[config.mk]
export PLATFORM = sky130hd
export DESIGN_NAME = trap_sequencer
export DESIGN_NICKNAME = d
export VERILOG_FILES = /design/src/rtl/trap_sequencer.sv
export SDC_FILE = /design/constraint.sdc
export NUM_CORES = 1
export LEC_CHECK = 0
export CORE_MARGIN = 4
export CORE_UTILIZATION = 40
export DETAILED_ROUTE_END_ITERATION = 16
export PLACE_DENSITY = 0.75
export SLEW_MARGIN = 10
export SYNTH_ARGS = -nofsm -noshare
export SYNTH_HDL_FRONTEND = slang
export SYNTH_SLANG_ARGS = --single-unit
[constraint.sdc]
create_clock -name i_CLK -period 3.5 [get_ports i_CLK]
set_input_delay 0.875 -clock i_CLK [delete_from_list [all_inputs] [get_ports i_CLK]]
set_output_delay 0.875 -clock i_CLK [all_outputs]
set_load 0.01 [all_outputs]
[src/rtl/trap_sequencer.sv]
// Machine-mode interrupt entry/return sequencer: halts the pipeline, strobes CSR capture,
// redirects fetch to the handler and back to the saved EPC on mret.
module trap_sequencer #(
   parameter int NUM_IRQ     = 6,
   parameter int VECTORED    = 1,
   parameter int ACK_TIMEOUT = 15,
   localparam int IDX_W      = (NUM_IRQ > 1) ? $clog2(NUM_IRQ) : 1
) (
   input  logic               i_CLK,
   input  logic               i_RSTn,
   input  logic               i_IRQ,
   input  logic [NUM_IRQ-1:0] i_IRQ_VEC,
   input  logic [31:0]        i_IRQ_HANDLE_BASE,
   input  logic [31:0]        i_IRQ_EPC,
   input  logic               i_HALT_ACK,
   input  logic               i_MRET,
   output logic               o_HALT,
   output logic               o_CSR_EN,
   output logic               o_PC_LOAD,
   output logic [31:0]        o_PC_TARGET,
   output logic               o_IRQ_ACTIVE,
   output logic [IDX_W-1:0]   o_CAUSE_IDX,
   output logic               o_TIMEOUT
);

   localparam int CNT_W = (ACK_TIMEOUT > 0) ? $clog2(ACK_TIMEOUT + 1) : 1;
   localparam logic [CNT_W-1:0] CNT_LAST = (ACK_TIMEOUT > 0) ? CNT_W'(ACK_TIMEOUT - 1) : {CNT_W{1'b0}};

   typedef enum logic [2:0] {
      ST_IDLE     = 3'd0,
      ST_DRAIN    = 3'd1,
      ST_CAPTURE  = 3'd2,
      ST_REDIRECT = 3'd3,
      ST_HANDLER  = 3'd4,
      ST_RETURN   = 3'd5
   } state_t;

   state_t           state_r;
   logic [CNT_W-1:0] cnt_r;
   logic [31:0]      vec_off_s;
   logic [31:0]      redirect_s;

   // Index 0 has the highest priority, so scan downward and let the lowest set bit win.
   function automatic logic [IDX_W-1:0] lowest_idx(input logic [NUM_IRQ-1:0] vec);
      lowest_idx = {IDX_W{1'b0}};
      for (int i = NUM_IRQ - 1; i >= 0; i--) begin
         if (vec[i]) begin
            lowest_idx = IDX_W'(i);
         end
      end
   endfunction

   assign vec_off_s  = (VECTORED != 0) ? {{(30 - IDX_W){1'b0}}, o_CAUSE_IDX, 2'b00} : 32'h0000_0000;
   assign redirect_s = {i_IRQ_HANDLE_BASE[31:2], 2'b00} + vec_off_s;

   // Sequencer state, drain timeout counter and all registered outputs.
   always_ff @(posedge i_CLK) begin
      if (!i_RSTn) begin
         state_r      <= ST_IDLE;
         cnt_r        <= {CNT_W{1'b0}};
         o_HALT       <= 1'b0;
         o_CSR_EN     <= 1'b0;
         o_PC_LOAD    <= 1'b0;
         o_PC_TARGET  <= 32'h0000_0000;
         o_IRQ_ACTIVE <= 1'b0;
         o_CAUSE_IDX  <= {IDX_W{1'b0}};
         o_TIMEOUT    <= 1'b0;
      end else begin
         o_CSR_EN  <= 1'b0;
         o_PC_LOAD <= 1'b0;
         o_TIMEOUT <= 1'b0;
         case (state_r)
            ST_IDLE: begin
               if (i_IRQ) begin
                  state_r <= ST_DRAIN;
                  o_HALT  <= 1'b1;
                  cnt_r   <= {CNT_W{1'b0}};
               end
            end
            ST_DRAIN: begin
               // A dropped request beats both the ack and a coincident timeout.
               if (!i_IRQ) begin
                  state_r <= ST_IDLE;
                  o_HALT  <= 1'b0;
               end else if (i_HALT_ACK) begin
                  state_r     <= ST_CAPTURE;
                  o_CSR_EN    <= 1'b1;
                  o_CAUSE_IDX <= lowest_idx(i_IRQ_VEC);
               end else if ((ACK_TIMEOUT > 0) && (cnt_r == CNT_LAST)) begin
                  state_r   <= ST_IDLE;
                  o_HALT    <= 1'b0;
                  o_TIMEOUT <= 1'b1;
               end else begin
                  cnt_r <= cnt_r + CNT_W'(1'b1);
               end
            end
            ST_CAPTURE: begin
               state_r      <= ST_REDIRECT;
               o_PC_LOAD    <= 1'b1;
               o_PC_TARGET  <= redirect_s;
               o_IRQ_ACTIVE <= 1'b1;
            end
            ST_REDIRECT: begin
               state_r <= ST_HANDLER;
               o_HALT  <= 1'b0;
            end
            ST_HANDLER: begin
               if (i_MRET) begin
                  state_r     <= ST_RETURN;
                  o_PC_LOAD   <= 1'b1;
                  o_PC_TARGET <= i_IRQ_EPC;
               end
            end
            ST_RETURN: begin
               state_r      <= ST_IDLE;
               o_IRQ_ACTIVE <= 1'b0;
            end
            default: begin
               state_r      <= ST_IDLE;
               o_HALT       <= 1'b0;
               o_IRQ_ACTIVE <= 1'b0;
            end
         endcase
      end
   end

endmodule

; Yosys cells after proc, flatten, opt, wreduce, memory -nomap -nowiden
; Cells that the tools add are included.
[op_classes]
addsub = 2
n_reduce_logical = 12
muxes = 29
n_eq_ne = 14
bitwise = 4
[ops]
columns = op, count
row1 = $pmux W32 S2, 1
row2 = $mux W3, 11
row3 = $add A32 B5 Y32, 1
row4 = $mux W32, 1
row5 = $mux W4, 4
row6 = $pmux W3 S5, 1
row7 = $ne A2 B2 Y1 const B, 5
row8 = $reduce_and A3 Y1, 3
row9 = $pmux W4 S2, 1
row10 = $reduce_or A4 Y1, 2
row11 = $mux W1, 7
row12 = $eq A3 B2 Y1 const B, 2
row13 = $eq A3 B3 Y1 const B, 2
row14 = $ne A3 B3 Y1 const B, 2
row15 = $reduce_and A5 Y1, 1
row16 = $add A4 B1 Y4 const B, 1
row17 = $eq A4 B4 Y1 const B, 1
row18 = $ne A4 B4 Y1 const B, 1
row19 = $not A1 Y1, 4
row20 = $pmux W1 S2, 2
row21 = $reduce_and A4 Y1, 1
row22 = $reduce_bool A2 Y1, 2
row23 = $eq A3 B1 Y1 const B, 1
row24 = $logic_not A3 Y1, 1
row25 = other kinds (3), 3
[word_totals]
in_bits = 75
word_cells = 70
register_bits = 47
out_inout_bits = 40

; Logic depth before layout (Yosys ltp)
[logic_depth]
ltp_word = 6
depth_mapped = 7
ltp_nobuf = 7

; Least setup slack after synthesis
; No wires, ideal clock.
[synth_timing]
kind = input to register
startpoint = input port i_IRQ_HANDLE_BASE[2]
endpoint = register o_PC_TARGET[10]
stages = 7
setup_slack_ns = 1.006
setup_ns = 0.123
required_time_ns = 3.377
arrival_ns = 2.371
n_path_buf = 0
cell_sequence = ha_1 -> fa_1 -> a21oi_1 -> nor3_1 -> xor2_1 -> a221oi_1 -> nor2b_1
[synth_via]
elab_chain_len = 2
[synth_lines]
columns = element, line_no
row1 = start: declaration, 13  ; input logic [31:0] i_IRQ_HANDLE_BASE,
row2 = $add A32 B5 Y32, 54  ; assign redirect_s = {i_IRQ_HANDLE_BASE[31:2], 2'b00} + vec_off_s;
row3 = $pmux W32 S2, 72  ; case (state_r)
row4 = end signal: assignment, 100  ; o_PC_TARGET <= redirect_s;
row5 = end signal: assignment, 111  ; o_PC_TARGET <= i_IRQ_EPC;
row6 = end: declaration, 20  ; output logic [31:0] o_PC_TARGET,
; No other way between the ends.
; A chain may end at the register's enable or synchronous reset.

; Worst setup path in the final report
; Same ends and word-level chain as after synthesis.

==> impl_metrics.ini <==
[detailed_routing]
wirelength_mm = 8.38
drc = 0
dr.pass1.iters = 4
routedWlPerCell_um = 15.2
vias = 2886
vias_per_cell = 5.24
first_iter_violations = 159
ant_nets = 0

[clock_tree]
cts-root-buf = clkbuf_8
cts-buffers-inserted = 5
htreeDepth = 2
clkLatencyLatePin_ps = 300
ctsLongestPathBuffers = 2
cts_tree = done
path_clk_slew_ps = 90
cts_setup_buffers = 0
cts-resized-gates = 0
postCtsHoldBufs = 0
clock_sinks = 47

[synth]
async_reset_ff_share_pct = 0
synth_area_mm2 = 0.00282
synth_nets = 430
syn_area_per_cell_um2 = 8.09
synth_top_area_share_pct = 33.3
yosys_warnings = 0
synth_edf_count = 0
synth.most_common_cell = nand2_1
synth-seq-area-share_pct = 33.3
ys_types = 48
yosys-top-cells-area = dfxtp_1, nand2_1, xor2_1
synth.largest_area_cell = dfxtp_1
synthCells = 349
ys_ff_latch = 47
synth_ff_type = dfxtp_1
ys_top_cells_by_count = nand2_1, dfxtp_1, nand3_1, xor2_1, nor2_1

[finish]
finalInstanceArea_mm2 = 0.00408
post-route-util_pct = 59.7
nets = 535
layout-drive-gt1-share_pct = 5.27
synthToLayoutAreaGrowth_pct = 44.3
antenna_cells = 0
stdcell_count = 551

[power]
ir_worst_vdd_uv = 130
p_comb_share_pct = 19.9
power_leakage_nw = 1.52
sequentialPowerShare_pct = 50.4
power_switching_mw = 0.298
power_density_mw_per_mm2 = 273
p_sw_share_pct = 26.8
power.total_mw = 1.11
internal-power_mw = 0.815
p_clk_share_pct = 29.7

[sta]
skew_ps = 4.21
tightest_slew_ps = 726
finalSetupViolCount = 0
rsz0062_at_grt = no
hold_violations = 0
tns_ps = 0
whs_ps = 466
slew_violations = 0
relSlewSlack_pct = 51.5
min_period_over_period_pct = 81.0
period_needed_ps = 2840
setup_ws_ps = 664
max_freq_ghz = 0.353

[place]
dp_slack_ps = 331
dpl.cell_count = 543
place_congestion = 0.852
dp_hpwl_mm = 6.28
postPlaceCellArea_mm2 = 0.00399
io_buffer_count = 112

[global_routing]
antenna_found_initial = 0
grt_max_degree = 49
overflow = 0
grtUsageTotal_pct = 19.7
grt_first_pass_wirelength_mm = 13.6
grt_pass1_vias = 2805

[floorplanning]
die_w_um = 92.0
top_level_ports = 115
core_area_mm2 = 0.00683
die_y_um = 92.0
start_util_pct = 41.3
row_count = 30
die_area_mm2 = 0.00847

[critical_path]
cp_slowest_stage_delay_ps = 410
crit_type = primary input to flop
crit_fanout = 4
end_kind = flop
crit_arrival_ps = 3040
critPathLaunchType = primary input
required_ps = 3700
slowest_stage = clkdlybuf4s50_1
path_delay_family = adder cells
rrSetupSlack_ps = 1150
path_buf_inv = 2
cp_cell_sequence = clkdlybuf4s50_1, ha_1, fa_1, a21oi_1, buf_4, nor3_1, xor2_1, a221oi_1, nor2b_1

[job]
maxCapViolCount = 0

[status]
outcome = finished clean

[worst_hold_path]
hold_class = flop to flop
==> sequential cells by signal, indices dropped and copies added, names as in the netlist <==
name,count
o_PC_TARGET,32
cnt_r,4
o_CAUSE_IDX,3
state_r,3
o_CSR_EN,1
o_HALT,1
o_IRQ_ACTIVE,1
o_PC_LOAD,1
o_TIMEOUT,1
==> routing by layer <==
| metal | part of all wire, % | routed length [um] | global-route usage, % | vias to the layer above |
|---|---|---|---|---|
| met1 | 45 | 3790 | 25.2 | 1330 |
| li1 | - | - | - | 1451 |
| met3 | 5.8 | 487 | 4.76 | 15 |
| met2 | 46 | 3880 | 32.6 | 90 |
| met5 | 0 | 0 | 0 | - |
| met4 | 2.5 | 213 | 6.56 | 0 |
==> cells in the final DEF (no fill, tap or decap), types with 3 or more instances in the layout <==
master / instances
a21boi_0: 3
a21oi_1: 14
a31oi_1: 6
and2_1: 6
and3_1: 4
buf_4: 6
clkbuf_8: 5
clkdlybuf4s50_1: 111
dfxtp_1: 47
ha_1: 5
inv_1: 9
nand2_1: 54
nand3_1: 36
nand4_1: 11
nor2_1: 21
nor2b_1: 12
nor3_1: 7
o211a_1: 3
o211ai_1: 6
o21ai_0: 11
o2bb2ai_1: 15
or3_1: 3
xnor2_1: 6
xor2_1: 22
==> power groups by stage <==
stage	clock, mW	sequential [mW]	combinational [mW]
after floorplan	0	0.574	0.0844
after detailed placement	0	0.574	0.221
final	0.330	0.562	0.222
after CTS	0.339	0.562	0.223
after global placement	0	0.574	0.219
after global routing	0.356	0.564	0.242
==> tightest hold or removal path, cell delays in order, from the launching register on <==
cell	delay, ps
dfxtp_1	320
nand3_1	60
o21ai_1	50
==> worst paths after layout <==
path,end,cells past startpoint,start
worst max-delay path,o_PC_TARGET[10],9,i_IRQ_HANDLE_BASE[2]
worst min-delay path,o_PC_TARGET[8],2,o_PC_TARGET[8]
worst min register to register,o_PC_TARGET[8],2,o_PC_TARGET[8]
worst max register to register,o_PC_TARGET[6],5,state_r[2]
==> final cells by class <==
class	count	area (um^2)
fill	657	2760
clock inverter	2	12.5
tap	96	120
inverter	9	33.8
timing repair buffer	118	1160
sequential	47	941
multi-input combinational	273	1730
clock buffer	6	72.6
==> kinds of logic after synthesis <==
| family | count (synthesis) | synth area share (%) |
|---|---|---|
| buffers and inverters | 29 | 5.27 |
| adders and majority gates | 6 | 2.92 |
| muxes | 1 | 0.354 |
| DFF | 47 | 33.3 |
| and+or+nand+nor | 166 | 31.0 |
| AOI/OAI and AO/OA | 72 | 18.5 |
| xor gates and xnor gates | 28 | 8.68 |
Note: power is estimated with default switching activity, not from simulation.
